$ cat src/rtl/simple_tx_arbiter.sv
// rtl/simple_tx_arbiter.sv - round-robin arbiter sharing one UART transmitter among FWFT requester FIFOs
//
// Ports:
//   clk         clock
//   rst         synchronous active-high reset
//   i_din       requester head words, channel i at [i*WORD_WIDTH +: WORD_WIDTH]
//   i_empty     requester FIFO empty flags
//   o_re        requester pop strobes (one-hot or zero)
//   o_dout      word offered to the transmitter
//   o_tx_empty  high when no word is offered
//   i_tx_re     transmitter consumes o_dout this cycle
//   o_grant     one-hot granted channel, zero when idle
//   o_busy      high in any state other than IDLE
module simple_tx_arbiter #(
    parameter int                    NUM_CHANNELS  = 4,
    parameter int                    WORD_WIDTH    = 8,
    parameter int                    MAX_BURST     = 16,
    parameter bit                    HEADER_ENABLE = 1'b1,
    parameter logic [WORD_WIDTH-1:0] HEADER_BASE   = WORD_WIDTH'(8'hF0)
) (
    input  logic                               clk,
    input  logic                               rst,
    input  logic [NUM_CHANNELS*WORD_WIDTH-1:0] i_din,
    input  logic [NUM_CHANNELS-1:0]            i_empty,
    output logic [NUM_CHANNELS-1:0]            o_re,
    output logic [WORD_WIDTH-1:0]              o_dout,
    output logic                               o_tx_empty,
    input  logic                               i_tx_re,
    output logic [NUM_CHANNELS-1:0]            o_grant,
    output logic                               o_busy
);

    localparam int IDX_W = $clog2(NUM_CHANNELS);
    localparam int CNT_W = $clog2(MAX_BURST + 1);
    localparam logic [CNT_W-1:0] LAST_CNT = CNT_W'(MAX_BURST - 1);

    typedef enum logic [1:0] {
        S_IDLE,
        S_HEADER,
        S_DATA,
        S_RELEASE
    } state_t;

    state_t           r_state;
    state_t           w_state_nxt;
    logic [IDX_W-1:0] r_last;
    logic [IDX_W-1:0] w_last_nxt;
    logic [IDX_W-1:0] r_g;
    logic [IDX_W-1:0] w_g_nxt;
    logic [CNT_W-1:0] r_cnt;
    logic [CNT_W-1:0] w_cnt_nxt;

    logic                  w_found;
    logic [IDX_W-1:0]      w_cand;
    logic                  w_sel_empty;
    logic [WORD_WIDTH-1:0] w_sel_din;
    logic                  w_pop;

    assign w_sel_empty = i_empty[r_g];
    assign w_sel_din   = i_din[r_g*WORD_WIDTH +: WORD_WIDTH];
    assign w_pop       = (r_state == S_DATA) && i_tx_re && !w_sel_empty;

    // Round-robin search starting just after the last served channel.
    // Iterating from the farthest candidate back to the nearest lets the
    // nearest non-empty channel overwrite any earlier match.
    always_comb begin
        w_found = 1'b0;
        w_cand  = '0;
        for (int k = NUM_CHANNELS; k >= 1; k--) begin
            if (!i_empty[IDX_W'((int'(r_last) + k) % NUM_CHANNELS)]) begin
                w_found = 1'b1;
                w_cand  = IDX_W'((int'(r_last) + k) % NUM_CHANNELS);
            end
        end
    end

    always_ff @(posedge clk) begin
        if (rst) begin
            r_state <= S_IDLE;
            r_last  <= IDX_W'(NUM_CHANNELS - 1);
            r_g     <= '0;
            r_cnt   <= '0;
        end else begin
            r_state <= w_state_nxt;
            r_last  <= w_last_nxt;
            r_g     <= w_g_nxt;
            r_cnt   <= w_cnt_nxt;
        end
    end

    always_comb begin
        w_state_nxt = r_state;
        w_last_nxt  = r_last;
        w_g_nxt     = r_g;
        w_cnt_nxt   = r_cnt;
        o_re        = '0;
        o_dout      = '0;
        o_tx_empty  = 1'b1;
        o_grant     = '0;
        o_busy      = (r_state != S_IDLE);

        if (r_state != S_IDLE) begin
            o_grant[r_g] = 1'b1;
        end

        case (r_state)
            S_IDLE: begin
                if (w_found) begin
                    w_g_nxt     = w_cand;
                    w_cnt_nxt   = '0;
                    w_state_nxt = HEADER_ENABLE ? S_HEADER : S_DATA;
                end
            end
            S_HEADER: begin
                o_dout     = HEADER_BASE + WORD_WIDTH'(r_g);
                o_tx_empty = 1'b0;
                if (i_tx_re) begin
                    w_state_nxt = S_DATA;
                end
            end
            S_DATA: begin
                o_dout     = w_sel_din;
                o_tx_empty = w_sel_empty;
                o_re[r_g]  = w_pop;
                if (w_pop) begin
                    w_cnt_nxt = r_cnt + CNT_W'(1);
                    if (r_cnt == LAST_CNT) begin
                        w_state_nxt = S_RELEASE;
                    end
                end else if (w_sel_empty) begin
                    // Only this arbiter pops, so empty here means drained.
                    w_state_nxt = S_RELEASE;
                end
            end
            S_RELEASE: begin
                w_last_nxt  = r_g;
                w_state_nxt = S_IDLE;
            end
            default: begin
                w_state_nxt = S_IDLE;
            end
        endcase
    end

endmodule

$ cat config.mk
export PLATFORM = sky130hd
export DESIGN_NAME = simple_tx_arbiter
export DESIGN_NICKNAME = d
export VERILOG_FILES = /design/src/rtl/simple_tx_arbiter.sv
export SDC_FILE = /design/constraint.sdc
export NUM_CORES = 1
export LEC_CHECK = 0
export CORE_MARGIN = 4
export CORE_UTILIZATION = 39
export DETAILED_ROUTE_END_ITERATION = 6
export HOLD_SLACK_MARGIN = 0.06
export PLACE_DENSITY = 0.8
export SETUP_SLACK_MARGIN = 0.1
export SYNTH_ARGS = -nofsm -noshare
export SYNTH_HDL_FRONTEND = slang
export SYNTH_SLANG_ARGS = --single-unit
$ cat constraint.sdc
create_clock -name clk -period 2 [get_ports clk]
set_input_delay 0.5 -clock clk [delete_from_list [all_inputs] [get_ports clk]]
set_output_delay 0.5 -clock clk [all_outputs]
set_load 0.03 [all_outputs]
==> impl_metrics.toml <==
[synthesis]
synth_nets = 167
ys_top_cells_by_count = "nand2_1 (12), dfxtp_1 (11), a21oi_1 (10)"
synth_area_per_cell_sq_um = 8.717
synth-edff-count = 0
netlist_area_sq_um = 1055
yosysMostFrequentCell = "nand2_1"
yosysTopAreaCellShare = 0.2088
postSynthCellCount = 121
ys_seq_elements = 11
ys_seq_area_frac = 0.2088
synthTopCellsByArea = "dfxtp_1 (21%), mux4_2 (19%), ha_1 (8.3%)"
async_flop_share = 0
synth_cell_types = 39
synth_top_area_cell = "dfxtp_1"
yosys_warnings = 0
synth_flop_cell = "dfxtp_1"

[timing]
fin_hold_ws_ns = 0.4973
worstMarginPinSlew_ns = 0.5106
drv_slew = 0
hold_viol = 0
finClkSkew_ns = 0.007910
setup_viol = 10
fmax_mhz = 454.8
setup_slack_ns = -0.1988
rsz0062_at_grt = "true"
finalWorstPathRequiredPeriod_ns = 2.199
period_share = 1.099
relSlewSlack = 0.6508

[setup_path]
cp-start-kind = "flip-flop"
reg2reg_depth = 7
cp.required_ns = 1.50
end_kind = "output pin"
rr_endpoint = "r_state[0]$_SDFFE_PP0P_"
criticalPathCategory = "reg -> out"
r2r-start = "r_g[0]$_SDFFE_PP0P_"
r2r_slack_ns = 0.10
arrival_ns = 1.70
crit_fanout = 5

[floorplan]
core_sq_um = 2522
dieArea_sq_um = 3601
initial_utilization = 0.4182
io_pins = 57
die_x_um = 60.01
rows = 18
die_h_um = 60.01

[clocking]
cts_buffers = 3
cts_root_buf = "clkbuf_4"
cts_sinks = 11
clk_pin_slew_ns = 0.08
clock_path_buffers = 2
cts_max_level = 1
clock_latency_ns = 0.27
cts_tree = "built"

[cells_and_area]
synthToLayoutAreaGrowth_pct = 109.6
final_cell_area_sq_um = 2211
diodes = 0
fill_cells = 132
drive_above_1_share = 0.5069
fin_util = 0.8765
nets = 264

[routing]
drt_wl_total_um = 4957
dr_total_vias = 1475
dr.pass1.iters = 5
ant_nets = 0
wl_per_cell_um = 20.07
routed_via_density = 5.972
drc = 0
drt_iter0_drc = 100

[hold_path]
hold_depth = 1
hold_class = "reg -> reg"
hold_end = "r_cnt[3]$_SDFFE_PP0P_"
min_from = "r_cnt[3]$_SDFFE_PP0P_"

[placement]
dp_hpwl_um = 3183
port_buffers = 56
placed_area_sq_um = 1919
gp_congestion = 0.8683

[grt]
grt_first_pass_wirelength_um = 7176
overflow = 0
top_usage_layer = "met2"
antenna_found_initial = 0
gr-usage-all-layers = 0.2661
grt.met1_usage = 0.2957
use_met3 = 0.02592
grt_pass1_vias = 1566
grt.met2_usage = 0.5108
grt_max_degree = 11

[pwr]
p_int_mw = 1.267
swShare = 0.4560
pwr-share-comb = 0.788
power_leakage_nw = 0.9422
ir_drop_mv = 0.8543
p_switching_mw = 1.062
clkPwrFrac = 0.068
seqPwrFrac = 0.144
power_density_nw_per_um2 = 1054

[status]
status = "complete, but fails checks"
violations = "setup timing"

[job]
cap_violations = 0
## power groups by stage
stage | Sequential (mW) | Combinational, mW | Clock [mW]
2_1_floorplan | 0.294 | 0.853 | 0
3_3_place_gp | 0.297 | 1.44 | 0
3_5_place_dp | 0.302 | 1.48 | 0
4_1_cts | 0.314 | 1.65 | 0.156
5_1_grt | 0.338 | 1.93 | 0.167
6_report | 0.335 | 1.84 | 0.159
## how the worst max path moves through the flow
stage,from,to,slack (ns),cells after the start
5_1_grt,r_g[0]$_SDFFE_PP0P_,o_dout[5],-0.24,5
4_1_cts,r_g[0]$_SDFFE_PP0P_,o_dout[0],-0.19,5
3_5_place_dp,i_din[17],o_dout[1],-0.72,5
2_1_floorplan,r_state[0]$_SDFFE_PP0P_,o_grant[3],0.04,5
3_3_place_gp,i_din[14],o_dout[6],-0.66,5
6_report,r_g[0]$_SDFFE_PP0P_,o_dout[5],-0.20,5
## cells by family (layout without fill, tap and decap cells)
family,count (synthesis),count (layout),synth area share
AOI/OAI and AO/OA,31,31,0.2111
muxes,13,13,0.2325
DFF,11,11,0.2088
and+or+nand+nor,42,42,0.2005
adders and majority gates,7,7,0.08303
buffers and inverters,17,113,0.06405
## per-stage QoR
step	std cells	power [mW]	TNS, ns	setup slack [ns]
floorplan	121	1.147	0	0.03599
global placement	227	1.736	-7.384	-0.6649
detailed placement	227	1.778	-8.108	-0.7155
CTS	242	2.116	-1.254	-0.1851
global route	247	2.430	-1.981	-0.2388
finish	247	2.330	-1.524	-0.1988
## final cells by class
| type | count | area, sq um | area share |
|---|---|---|---|
| clock buffers | 4 | 26.28 | 0.01188 |
| multi-input cells | 93 | 942.2 | 0.4261 |
| well taps | 30 | 37.54 | 0.01698 |
| flip-flops and latches | 11 | 232.7 | 0.1053 |
| inverters | 9 | 33.78 | 0.01528 |
| repair buffers | 100 | 938.4 | 0.4244 |
## layer usage
metal,share of wire,routed length [um]
met1,0.37,1831
met2,0.54,2678
met3,0.059,292
met4,0.031,155
met5,0,0
## cell usage in the layout (no fill, tap or decap), types with 2 or more instances in the layout
master	netlist	routed
nor4b_4	0	2
and3_1	4	2
nand3_1	3	2
mux4_2	9	9
inv_2	0	4
buf_4	0	41
buf_6	0	15
dfxtp_4	0	3
a311oi_1	2	2
dfxtp_1	11	7
clkbuf_4	0	3
a22oi_2	0	2
o211ai_1	2	2
ha_1	7	5
dlygate4sd2_1	0	37
mux2i_1	2	2
nor2_1	9	6
buf_12	0	3
inv_1	9	5
nand2_1	12	11
a21oi_2	1	5
and3_4	0	2
o22ai_1	2	2
nand2b_1	2	2
nor2_2	0	3
a21oi_1	10	6
## state kept, by name, summed over array words and instances, names as in the netlist
| name | flops |
|---|---|
| r_last | 2 |
| r_state | 2 |
| r_g | 2 |
| r_cnt | 5 |
## critical path, stage by stage, from the launching register on
cell and delay [ns]:
dfxtp_4 0.39, buf_12 0.13, mux4_2 0.51, a21oi_2 0.14, nor2_1 0.07, buf_4 0.18
## repair_timing
action,4_1_cts,5_1_grt
gates resized for setup,127,10
hold buffers,0,0
setup endpoints to repair,22,20
pin swaps,21,10
buffers inserted,10,5
cloned,1,1
Power figures use the tool's default switching activity.
